File: src/rtl/hazard_stall_controller_if.sv
// Hazard controller bus: pipeline hazard inputs and stall/flush controls.
// master = pipeline side, slave = hazard_stall_controller.
interface hazard_stall_controller_if #(
    parameter int unsigned REG_W = 5,
    parameter int unsigned CNT_W = 32
);
    logic             ext_stall_i;
    logic [REG_W-1:0] id_rs_i;
    logic [REG_W-1:0] id_rt_i;
    logic             id_use_rs_i;
    logic             id_use_rt_i;
    logic             id_branch_i;
    logic             branch_taken_i;
    logic             idex_mem_read_i;
    logic             idex_reg_write_i;
    logic [REG_W-1:0] idex_rd_i;
    logic             exmem_mem_read_i;
    logic [REG_W-1:0] exmem_rd_i;
    logic             pc_write_o;
    logic             ifid_write_o;
    logic             idex_bubble_o;
    logic             ifid_flush_o;
    logic             stall_o;
    logic [CNT_W-1:0] stall_cycles_o;
    logic [CNT_W-1:0] flush_count_o;

    modport master (
        output ext_stall_i, id_rs_i, id_rt_i, id_use_rs_i, id_use_rt_i,
               id_branch_i, branch_taken_i, idex_mem_read_i, idex_reg_write_i,
               idex_rd_i, exmem_mem_read_i, exmem_rd_i,
        input  pc_write_o, ifid_write_o, idex_bubble_o, ifid_flush_o, stall_o,
               stall_cycles_o, flush_count_o
    );

    modport slave (
        input  ext_stall_i, id_rs_i, id_rt_i, id_use_rs_i, id_use_rt_i,
               id_branch_i, branch_taken_i, idex_mem_read_i, idex_reg_write_i,
               idex_rd_i, exmem_mem_read_i, exmem_rd_i,
        output pc_write_o, ifid_write_o, idex_bubble_o, ifid_flush_o, stall_o,
               stall_cycles_o, flush_count_o
    );
endinterface

File: src/rtl/hazard_stall_controller.sv
// Pipeline hazard sequencer: load-use and ID-branch operand hazards, stall
// sequencing, taken-branch IF/ID flush.
// Optional macro HAZARD_PERF_CNT_EN: enables stall-cycle and flush counters;
// when undefined both counter outputs are tied to zero.
module hazard_stall_controller #(
    parameter int unsigned REG_W = 5,
    parameter int unsigned CNT_W = 32
) (
    input  logic                     clk_i,
    input  logic                     rst_i,
    hazard_stall_controller_if.slave hz
);

    typedef enum logic {
        RUN   = 1'b0,
        HOLD1 = 1'b1
    } state_t;

    state_t     state_q;
    state_t     state_d;
    logic [1:0] need_n;
    logic       rs_valid;
    logic       rt_valid;
    logic       idex_hit;
    logic       exmem_hit;
    logic       pc_write;
    logic       ifid_write;
    logic       idex_bubble;
    logic       ifid_flush;
    logic       stall;

    // Operand matches against EX and MEM destinations; register 0 never hazards
    always_comb begin
        rs_valid  = hz.id_use_rs_i && (hz.id_rs_i != REG_W'(0));
        rt_valid  = hz.id_use_rt_i && (hz.id_rt_i != REG_W'(0));
        idex_hit  = (rs_valid && (hz.id_rs_i == hz.idex_rd_i)) ||
                    (rt_valid && (hz.id_rt_i == hz.idex_rd_i));
        exmem_hit = (rs_valid && (hz.id_rs_i == hz.exmem_rd_i)) ||
                    (rt_valid && (hz.id_rt_i == hz.exmem_rd_i));
    end

    // Required stall count; priority order yields the max over rs/rt
    always_comb begin
        need_n = 2'd0;
        if (hz.id_branch_i && idex_hit && hz.idex_mem_read_i) begin
            need_n = 2'd2;
        end else if (hz.id_branch_i && idex_hit && hz.idex_reg_write_i) begin
            need_n = 2'd1;
        end else if (hz.id_branch_i && exmem_hit && hz.exmem_mem_read_i) begin
            need_n = 2'd1;
        end else if (!hz.id_branch_i && idex_hit && hz.idex_mem_read_i) begin
            need_n = 2'd1;
        end
    end

    // State register
    always_ff @(posedge clk_i) begin
        if (rst_i) begin
            state_q <= RUN;
        end else begin
            state_q <= state_d;
        end
    end

    // Next state and pipeline controls; reset, then external freeze, dominate
    always_comb begin
        state_d     = state_q;
        pc_write    = 1'b1;
        ifid_write  = 1'b1;
        idex_bubble = 1'b0;
        ifid_flush  = 1'b0;
        stall       = 1'b0;
        if (rst_i) begin
            state_d = RUN;
        end else if (hz.ext_stall_i) begin
            pc_write   = 1'b0;
            ifid_write = 1'b0;
        end else begin
            unique case (state_q)
                RUN: begin
                    if (need_n != 2'd0) begin
                        stall = 1'b1;
                    end
                    if (need_n == 2'd2) begin
                        state_d = HOLD1;
                    end
                end
                HOLD1: begin
                    stall   = 1'b1;
                    state_d = RUN;
                end
                default: state_d = RUN;
            endcase
            if (stall) begin
                pc_write    = 1'b0;
                ifid_write  = 1'b0;
                idex_bubble = 1'b1;
            end
            ifid_flush = hz.branch_taken_i && hz.id_branch_i && !stall;
        end
    end

    assign hz.pc_write_o    = pc_write;
    assign hz.ifid_write_o  = ifid_write;
    assign hz.idex_bubble_o = idex_bubble;
    assign hz.ifid_flush_o  = ifid_flush;
    assign hz.stall_o       = stall;

`ifdef HAZARD_PERF_CNT_EN
    logic [CNT_W-1:0] stall_cnt_q;
    logic [CNT_W-1:0] flush_cnt_q;

    // Free-running wrap-around performance counters
    always_ff @(posedge clk_i) begin
        if (rst_i) begin
            stall_cnt_q <= '0;
            flush_cnt_q <= '0;
        end else begin
            if (stall) begin
                stall_cnt_q <= stall_cnt_q + CNT_W'(1);
            end
            if (ifid_flush) begin
                flush_cnt_q <= flush_cnt_q + CNT_W'(1);
            end
        end
    end

    assign hz.stall_cycles_o = stall_cnt_q;
    assign hz.flush_count_o  = flush_cnt_q;
`else
    assign hz.stall_cycles_o = CNT_W'(0);
    assign hz.flush_count_o  = CNT_W'(0);
`endif

endmodule

File: src/flat_wrapper.sv
// flat-port wrapper written by rule: the top's interface ports become plain ports
module hazard_stall_controller_flat 
#(
    parameter int unsigned REG_W = 5,
    parameter int unsigned CNT_W = 32
)
  (clk_i, rst_i, hz_ext_stall_i, hz_id_rs_i, hz_id_rt_i, hz_id_use_rs_i, hz_id_use_rt_i, hz_id_branch_i, hz_branch_taken_i, hz_idex_mem_read_i, hz_idex_reg_write_i, hz_idex_rd_i, hz_exmem_mem_read_i, hz_exmem_rd_i, hz_pc_write_o, hz_ifid_write_o, hz_idex_bubble_o, hz_ifid_flush_o, hz_stall_o, hz_stall_cycles_o, hz_flush_count_o);
  hazard_stall_controller_if #(.REG_W(REG_W), .CNT_W(CNT_W)) hz_i ();
  input  logic clk_i;
  input  logic rst_i;
  input wire logic [$bits(hz_i.ext_stall_i)-1:0] hz_ext_stall_i;
  input wire logic [$bits(hz_i.id_rs_i)-1:0] hz_id_rs_i;
  input wire logic [$bits(hz_i.id_rt_i)-1:0] hz_id_rt_i;
  input wire logic [$bits(hz_i.id_use_rs_i)-1:0] hz_id_use_rs_i;
  input wire logic [$bits(hz_i.id_use_rt_i)-1:0] hz_id_use_rt_i;
  input wire logic [$bits(hz_i.id_branch_i)-1:0] hz_id_branch_i;
  input wire logic [$bits(hz_i.branch_taken_i)-1:0] hz_branch_taken_i;
  input wire logic [$bits(hz_i.idex_mem_read_i)-1:0] hz_idex_mem_read_i;
  input wire logic [$bits(hz_i.idex_reg_write_i)-1:0] hz_idex_reg_write_i;
  input wire logic [$bits(hz_i.idex_rd_i)-1:0] hz_idex_rd_i;
  input wire logic [$bits(hz_i.exmem_mem_read_i)-1:0] hz_exmem_mem_read_i;
  input wire logic [$bits(hz_i.exmem_rd_i)-1:0] hz_exmem_rd_i;
  output wire logic [$bits(hz_i.pc_write_o)-1:0] hz_pc_write_o;
  output wire logic [$bits(hz_i.ifid_write_o)-1:0] hz_ifid_write_o;
  output wire logic [$bits(hz_i.idex_bubble_o)-1:0] hz_idex_bubble_o;
  output wire logic [$bits(hz_i.ifid_flush_o)-1:0] hz_ifid_flush_o;
  output wire logic [$bits(hz_i.stall_o)-1:0] hz_stall_o;
  output wire logic [$bits(hz_i.stall_cycles_o)-1:0] hz_stall_cycles_o;
  output wire logic [$bits(hz_i.flush_count_o)-1:0] hz_flush_count_o;
  assign hz_i.ext_stall_i = hz_ext_stall_i;
  assign hz_i.id_rs_i = hz_id_rs_i;
  assign hz_i.id_rt_i = hz_id_rt_i;
  assign hz_i.id_use_rs_i = hz_id_use_rs_i;
  assign hz_i.id_use_rt_i = hz_id_use_rt_i;
  assign hz_i.id_branch_i = hz_id_branch_i;
  assign hz_i.branch_taken_i = hz_branch_taken_i;
  assign hz_i.idex_mem_read_i = hz_idex_mem_read_i;
  assign hz_i.idex_reg_write_i = hz_idex_reg_write_i;
  assign hz_i.idex_rd_i = hz_idex_rd_i;
  assign hz_i.exmem_mem_read_i = hz_exmem_mem_read_i;
  assign hz_i.exmem_rd_i = hz_exmem_rd_i;
  assign hz_pc_write_o = hz_i.pc_write_o;
  assign hz_ifid_write_o = hz_i.ifid_write_o;
  assign hz_idex_bubble_o = hz_i.idex_bubble_o;
  assign hz_ifid_flush_o = hz_i.ifid_flush_o;
  assign hz_stall_o = hz_i.stall_o;
  assign hz_stall_cycles_o = hz_i.stall_cycles_o;
  assign hz_flush_count_o = hz_i.flush_count_o;
  hazard_stall_controller #(.REG_W(REG_W), .CNT_W(CNT_W)) u_core (.clk_i(clk_i), .rst_i(rst_i), .hz(hz_i));
endmodule
File: config.mk
export PLATFORM = sky130hd
export DESIGN_NAME = hazard_stall_controller_flat
export DESIGN_NICKNAME = d
export VERILOG_FILES = /design/src/rtl/hazard_stall_controller_if.sv /design/src/rtl/hazard_stall_controller.sv /design/src/flat_wrapper.sv
export SDC_FILE = /design/constraint.sdc
export NUM_CORES = 1
export LEC_CHECK = 0
export ABC_AREA = 1
export CAP_MARGIN = 15
export CORE_AREA = 2 2 70 52
export CTS_CLUSTER_SIZE = 24
export DETAILED_ROUTE_END_ITERATION = 16
export DIE_AREA = 0 0 72 54
export PLACE_DENSITY = 0.85
export SYNTH_ARGS = -nofsm -noshare
export SYNTH_HDL_FRONTEND = slang
export SYNTH_SLANG_ARGS = --single-unit
File: constraint.sdc
create_clock -name clk_i -period 2.08 [get_ports clk_i]
set_clock_uncertainty 0.05 [all_clocks]
set_input_delay 0.416 -clock clk_i [delete_from_list [all_inputs] [get_ports clk_i]]
set_output_delay 0.416 -clock clk_i [all_outputs]
set_load 0.03 [all_outputs]
Word level (Yosys, flattened, before mapping):

Cells that the tools add are included.

* bits of input ports: 30
* register bits after elaboration: 1
* bits in writable memories: 0
* bits in read-only memories: 0
* bits in latches: 0
* logic and storage cells: 49
* memories: 0
* output and inout bits: 69

* add/sub/neg operators: 0
* bitwise gates (word level): 1
* reduce and logical (&&, ||, !) cells: 22
* magnitude comparators: 0
* shift-type cells: 0
* multiplexer cells: 20
* equality and inequality tests: 5
* multiply operators: 0
* div/mod/pow operators: 0

Operator list (count)
* 5-bit == test: 4
* 1-bit logical AND: 15
* 1-bit 2-to-1 mux: 15
* 5-bit nonzero test: 2
* 2-bit 2-to-1 mux: 3
* 1-bit case mux with 2 select lines: 2
* 2-bit == test (second input constant): 1
* 1-bit zero test: 2
* 1-bit logical OR: 2
* 2-bit nonzero test: 1
* 1-bit inverter: 1

Longest topological paths before layout:

Gate-level depths: netlist of run 1.

* depth in word-level cells: 19
* gate-level depth with buffers: 12
* mapped depth without buffers: 11

Worst setup path before layout of run 1:

Ideal clock, no wire load.

* path kind: input to output
* from: in hz_id_rt_i[1]
* to: out hz_pc_write_o
* buffers on the path: 1
* path slack: 0.167 ns
* stages: 10
* data arrival time: 1.447 ns
* required time: 1.614 ns
* cell sequence: inv_2 -> or2_0 -> nand3_1 -> nor2_1 -> nand2_1 -> nand2_1 -> nand2_2 -> nand4_2 -> nand2_1 -> buf_4

* longest elaborated chain between the ends: 18
* elaborated cells on any way between the ends: 27
* classes of those cells: 2 x eq/ne; 11 x mux; 14 x reduce/logical

RTL lines
* from (decl): RTL line flat_wrapper.sv:13 `input wire logic [$bits(hz_i.id_rt_i)-1:0] hz_id_rt_i;`
* 5-bit nonzero test: RTL line hazard_stall_controller.sv:35 `rt_valid = hz.id_use_rt_i && (hz.id_rt_i != REG_W'(0));`
* 1-bit logical AND: RTL line hazard_stall_controller.sv:35
* 1-bit logical AND: RTL line hazard_stall_controller.sv:37 `(rt_valid && (hz.id_rt_i == hz.idex_rd_i));`
* 1-bit logical OR: RTL line hazard_stall_controller.sv:36 `idex_hit = (rs_valid && (hz.id_rs_i == hz.idex_rd_i)) ||`
* 1-bit logical AND (2 in a row): RTL line hazard_stall_controller.sv:51 `end else if (!hz.id_branch_i && idex_hit && hz.idex_mem_read_i) begin`
* 1-bit 2-to-1 mux: RTL line hazard_stall_controller.sv:51
* 2-bit 2-to-1 mux: RTL line hazard_stall_controller.sv:49 `end else if (hz.id_branch_i && exmem_hit && hz.exmem_mem_read_i) begin`
* 2-bit 2-to-1 mux: RTL line hazard_stall_controller.sv:47 `end else if (hz.id_branch_i && idex_hit && hz.idex_reg_write_i) begin`
* 2-bit 2-to-1 mux (*): RTL line hazard_stall_controller.sv:45 `if (hz.id_branch_i && idex_hit && hz.idex_mem_read_i) begin`
* 2-bit nonzero test (*): RTL line hazard_stall_controller.sv:81 `if (need_n != 2'd0) begin`
* 1-bit 2-to-1 mux (*): RTL line hazard_stall_controller.sv:81
* 1-bit case mux with 2 select lines (*): RTL line hazard_stall_controller.sv:79 `unique case (state_q)`
* 1-bit 2-to-1 mux (*): RTL line hazard_stall_controller.sv:75 `end else if (hz.ext_stall_i) begin`
* 1-bit 2-to-1 mux (*): RTL line hazard_stall_controller.sv:73 `if (rst_i) begin`
* 1-bit 2-to-1 mux (*) (3 in a row)
* to (decl): RTL line flat_wrapper.sv:23 `output wire logic [$bits(hz_i.pc_write_o)-1:0] hz_pc_write_o;`

Mark *: on every way between the ends. The rest lies on a longest branch, timed or not. The select of a mux whose other input is x is not followed.

Worst setup path in the final report of run 1:

* from: in hz_id_branch_i
* to: out hz_ifid_flush_o

* longest elaborated chain between the ends: 16
* elaborated cells on any way between the ends: 22
* classes of those cells: 10 x mux; 12 x reduce/logical

RTL lines
* from (decl): RTL line flat_wrapper.sv:16 `input wire logic [$bits(hz_i.id_branch_i)-1:0] hz_id_branch_i;`
* 1-bit zero test: RTL line hazard_stall_controller.sv:51
* 1-bit logical AND (2 in a row): RTL line hazard_stall_controller.sv:51
* 1-bit 2-to-1 mux: RTL line hazard_stall_controller.sv:51
* 2-bit 2-to-1 mux: RTL line hazard_stall_controller.sv:49
* 2-bit 2-to-1 mux: RTL line hazard_stall_controller.sv:47
* 2-bit 2-to-1 mux: RTL line hazard_stall_controller.sv:45
* 2-bit nonzero test: RTL line hazard_stall_controller.sv:81
* 1-bit 2-to-1 mux: RTL line hazard_stall_controller.sv:81
* 1-bit case mux with 2 select lines: RTL line hazard_stall_controller.sv:79
* 1-bit 2-to-1 mux: RTL line hazard_stall_controller.sv:75
* 1-bit 2-to-1 mux: RTL line hazard_stall_controller.sv:73
* 1-bit zero test: RTL line hazard_stall_controller.sv:99 `ifid_flush = hz.branch_taken_i && hz.id_branch_i && !stall;`
* 1-bit logical AND (*): RTL line hazard_stall_controller.sv:99
* 1-bit 2-to-1 mux (*): RTL line hazard_stall_controller.sv:75
* 1-bit 2-to-1 mux (*): RTL line hazard_stall_controller.sv:73
* to (decl): RTL line flat_wrapper.sv:26 `output wire logic [$bits(hz_i.ifid_flush_o)-1:0] hz_ifid_flush_o;`

Marked as above.

==> out/metrics.csv, run 1 <==
stage;metric;value;unit
sta;hold_ws;0.491;ns
worst_setup_path;critical path fanouts, max;4;
layout;final core occ;32.2;%
layout;Area growth syn-to-layout;12.7;%
drt;Avg WL per Cell;8.54;µm
global_route;antenna violations before repair;0;
drt;routed vias;769;
layout;Final Instance Area;1070;µm²
status;outcome;finished, final reports clean;
worst_setup_path;Top Family by Delay on Critical Path;buffers and inverters;
synth;Mean Syn Cell Area;6.23;µm²
min_path;Hold Crit Endpoint;u_core.state_q;
drt;aggregate routed wire length;1.91;mm
sta;Final setup viols;0;
synth;top cell type's share of synthesized area;52.3;%
synth;top cells by area, synth;buf_4 52%, nand2_1 9.9%, xor2_1 9.2%, inv_1 5.2%, nor2_1 5.2%;
synth;Synth Area in XOR/XNOR;13.9;%
min_path;hold path depth;2;
sta;Period minus WS final;2.03;ns
min_path;worst min path class;reg -> reg;
synth;flops & latches, synth;1;
layout;max reg flops;1;
die;# IOs;99;
die;core area;3310;µm²
synth;Yosys cell types;18;
layout;# diodes;0;
synth;Cell Area, Synth;947;µm²
layout;Top reg by flops;u_core.state_q;
min_path;min-delay src;u_core.state_q;
die;starting density of the core;28.6;%
worst_setup_path;Critical Path Stages;6;
drt;Iteration-0 DRC Markers;13;
worst_setup_path;Worst setup SP type;primary input;
die;site row count;18;
global_route;global route overflow;0;
layout;most frequent cells in the layout;64 x conb_1, 21 x nand2_1, 13 x clkbuf_2, 10 x xor2_1, 10 x nor2_1;
die;DIE AREA;3890;µm²
sta;fin. max-slew vios;0;
worst_setup_path;crit path buf inv count;2;
layout;layout cells sized above 1;22.3;%
clock_network;Clock transition at path regs;0;ns
place;hpwl dp;1.60;mm
worst_setup_path;Worst EP arrival;1.57;ns
synth;Compound-Gate Fraction of Synth Area;1.85;%
place;placed insts;223;
layout;leading cell type in the layout, fill and taps excluded;conb_1;
worst_setup_path;RR Startpoint;u_core.state_q;
layout;top flop regs;u_core.state_q (1);
worst_setup_path;reg2reg setup slack;1.25;ns
global_route;vias in the first global route;593;
synth;mux cell area share after synthesis;0;%
layout;fin nets;216;
synth;Ys Warns;0;
worst_setup_path;cells on worst reg2reg path;3;
synth;post-synthesis simple-gate area fraction;23.9;%
global_route;largest net degree at the start of global routing;5;
clock_network;Worst-Skew Late Latency;0;ns
pwr;Power Density;300;nW/µm²
clock_network;CTS Hold Bufs;0;
sta;Setup WS post-layout;0.0482;ns
sta;period utilization;97.7;%
worst_setup_path;Worst EP required;1.61;ns
synth;adder-cell share of the synthesized area;0;%
worst_setup_path;crit path cell chain;clkdlybuf4s50_1 > a21o_1 > nand2_4 > nand4_4 > nor2_2 > buf_6;
place;port bufs;34;
drt;Detailed Routing Iterations Pass 1;4;
sta;setup TNS;0;ns
place;instance area at placement;1070;µm²
die;Die Width;72;µm
synth;combinational family with the most area after synthesis;buffers and inverters;
pwr;Peak VDD IR;0.0757;mV
drt;ANT nets after route;0;
sta;Fin. Hold Viols;0;
flow_run;max-cap check violation count;0;
global_route;first-pass GRT wire length;2.46;mm
worst_setup_path;crit path kind;in -> out;
die;Die Y;54;µm
global_route;total track usage;7.84;%
pwr;Pleak;0.657;nW
layout;fill count;381;
drt;vias per cell;3.43;
synth;post-synthesis sequential area ratio;2.11;%
worst_setup_path;RR Endpoint;u_core.state_q;
layout;Non-Filler Instances;224;
synth;Syn Inst Count;152;
place;routability cong.;0.834;
drt;# DRC;0;
sta;Fmax;492;MHz
pwr;Pwr Total;320;µW
worst_setup_path;element type at the critical path end;output pin;
place;Post-Place Worst Slack;-0.249;ns
worst_setup_path;slowest stage delay, CP;0.48;ns
synth;post-synth top area cell;buf_4;
worst_setup_path;Worst path slowest cell;clkdlybuf4s50_1;
==> layer usage <==
layer / share of wire, % / track usage [%] / up-vias
met5: 0 / 0 / -
met4: 0 / 0 / 0
met3: 6.7 / 0 / 0
met2: 56 / 15.9 / 36
met1: 38 / 10.0 / 338
li1: - / - / 395
==> cells in the mapped netlist <==
cell     count
a21o_1       1
o21ai_0      1
inv_1       13
xnor2_1      5
nor2_1      13
nand2_2      2
nand2_1     25
nand4_2      1
nor2_2       1
buf_4       66
inv_2        1
nand3_1      8
xor2_1      10
a21oi_1      1
or2_0        1
conb_1       1
nand4_1      1
dfxtp_1      1
==> power by group <==
group          switching, mW  total, mW  internal, mW
logic                  0.228      0.299        0.0715
registers           0.000393     0.0209        0.0205
clock network              0          0             0
total                  0.228      0.320        0.0921
==> what timing repair did <==
action | CTS | global route
pin swaps | 8 | 25
endpoints found under the setup margin | 5 | 5
resized for setup | 40 | 39
endpoints found under the hold margin | 0 | 0
buffers inserted | 0 | 1
cloned | 0 | 0
==> worst max-delay path by stage <==
stage / startpoint / slack (ns) / end
2_1_floorplan: hz_id_rt_i[1] / 0.17 / hz_pc_write_o
3_3_place_gp: hz_id_rt_i[0] / -0.23 / hz_idex_bubble_o
3_5_place_dp: hz_id_rs_i[0] / -0.25 / hz_idex_bubble_o
4_1_cts: hz_id_use_rt_i / 0.003 / hz_idex_bubble_o
5_1_grt: hz_exmem_rd_i[3] / -0.05 / hz_stall_o
6_report: hz_id_branch_i / 0.05 / hz_ifid_flush_o
==> worst reg2reg max path, cell delays in order (launching register included) <==
cell	delay (ns)
dfxtp_1	0.28
inv_1	0.15
nand4_1	0.13
a21oi_1	0.14
==> layout make-up <==
| cell class | instances | area, µm² | area share (%) |
|---|---|---|---|
| multi-input combinational | 134 | 662 | 62.0 |
| sequential | 1 | 20.0 | 1.88 |
| inverter | 14 | 52.6 | 4.92 |
| timing repair buffer | 35 | 283 | 26.5 |
| tap | 40 | 50.0 | 4.69 |
==> cells by family (layout without fill, tap and decap cells) <==
group	count (synthesis)	count (layout)
buffers and inverters	80	49
flip-flops	1	1
AO/OA/AOI/OAI	3	3
XOR/XNOR	15	15
other	1	64
AND/OR/NAND/NOR	52	52
Note: power is estimated with default switching activity, not from simulation.
==> inputs of run 2 (changes only) <==
Settings changed: HOLD_SLACK_MARGIN set to 0.03.
==> results of run 2 <==
Same layout as run 1: the final DEF is identical, and so are final timing and power.
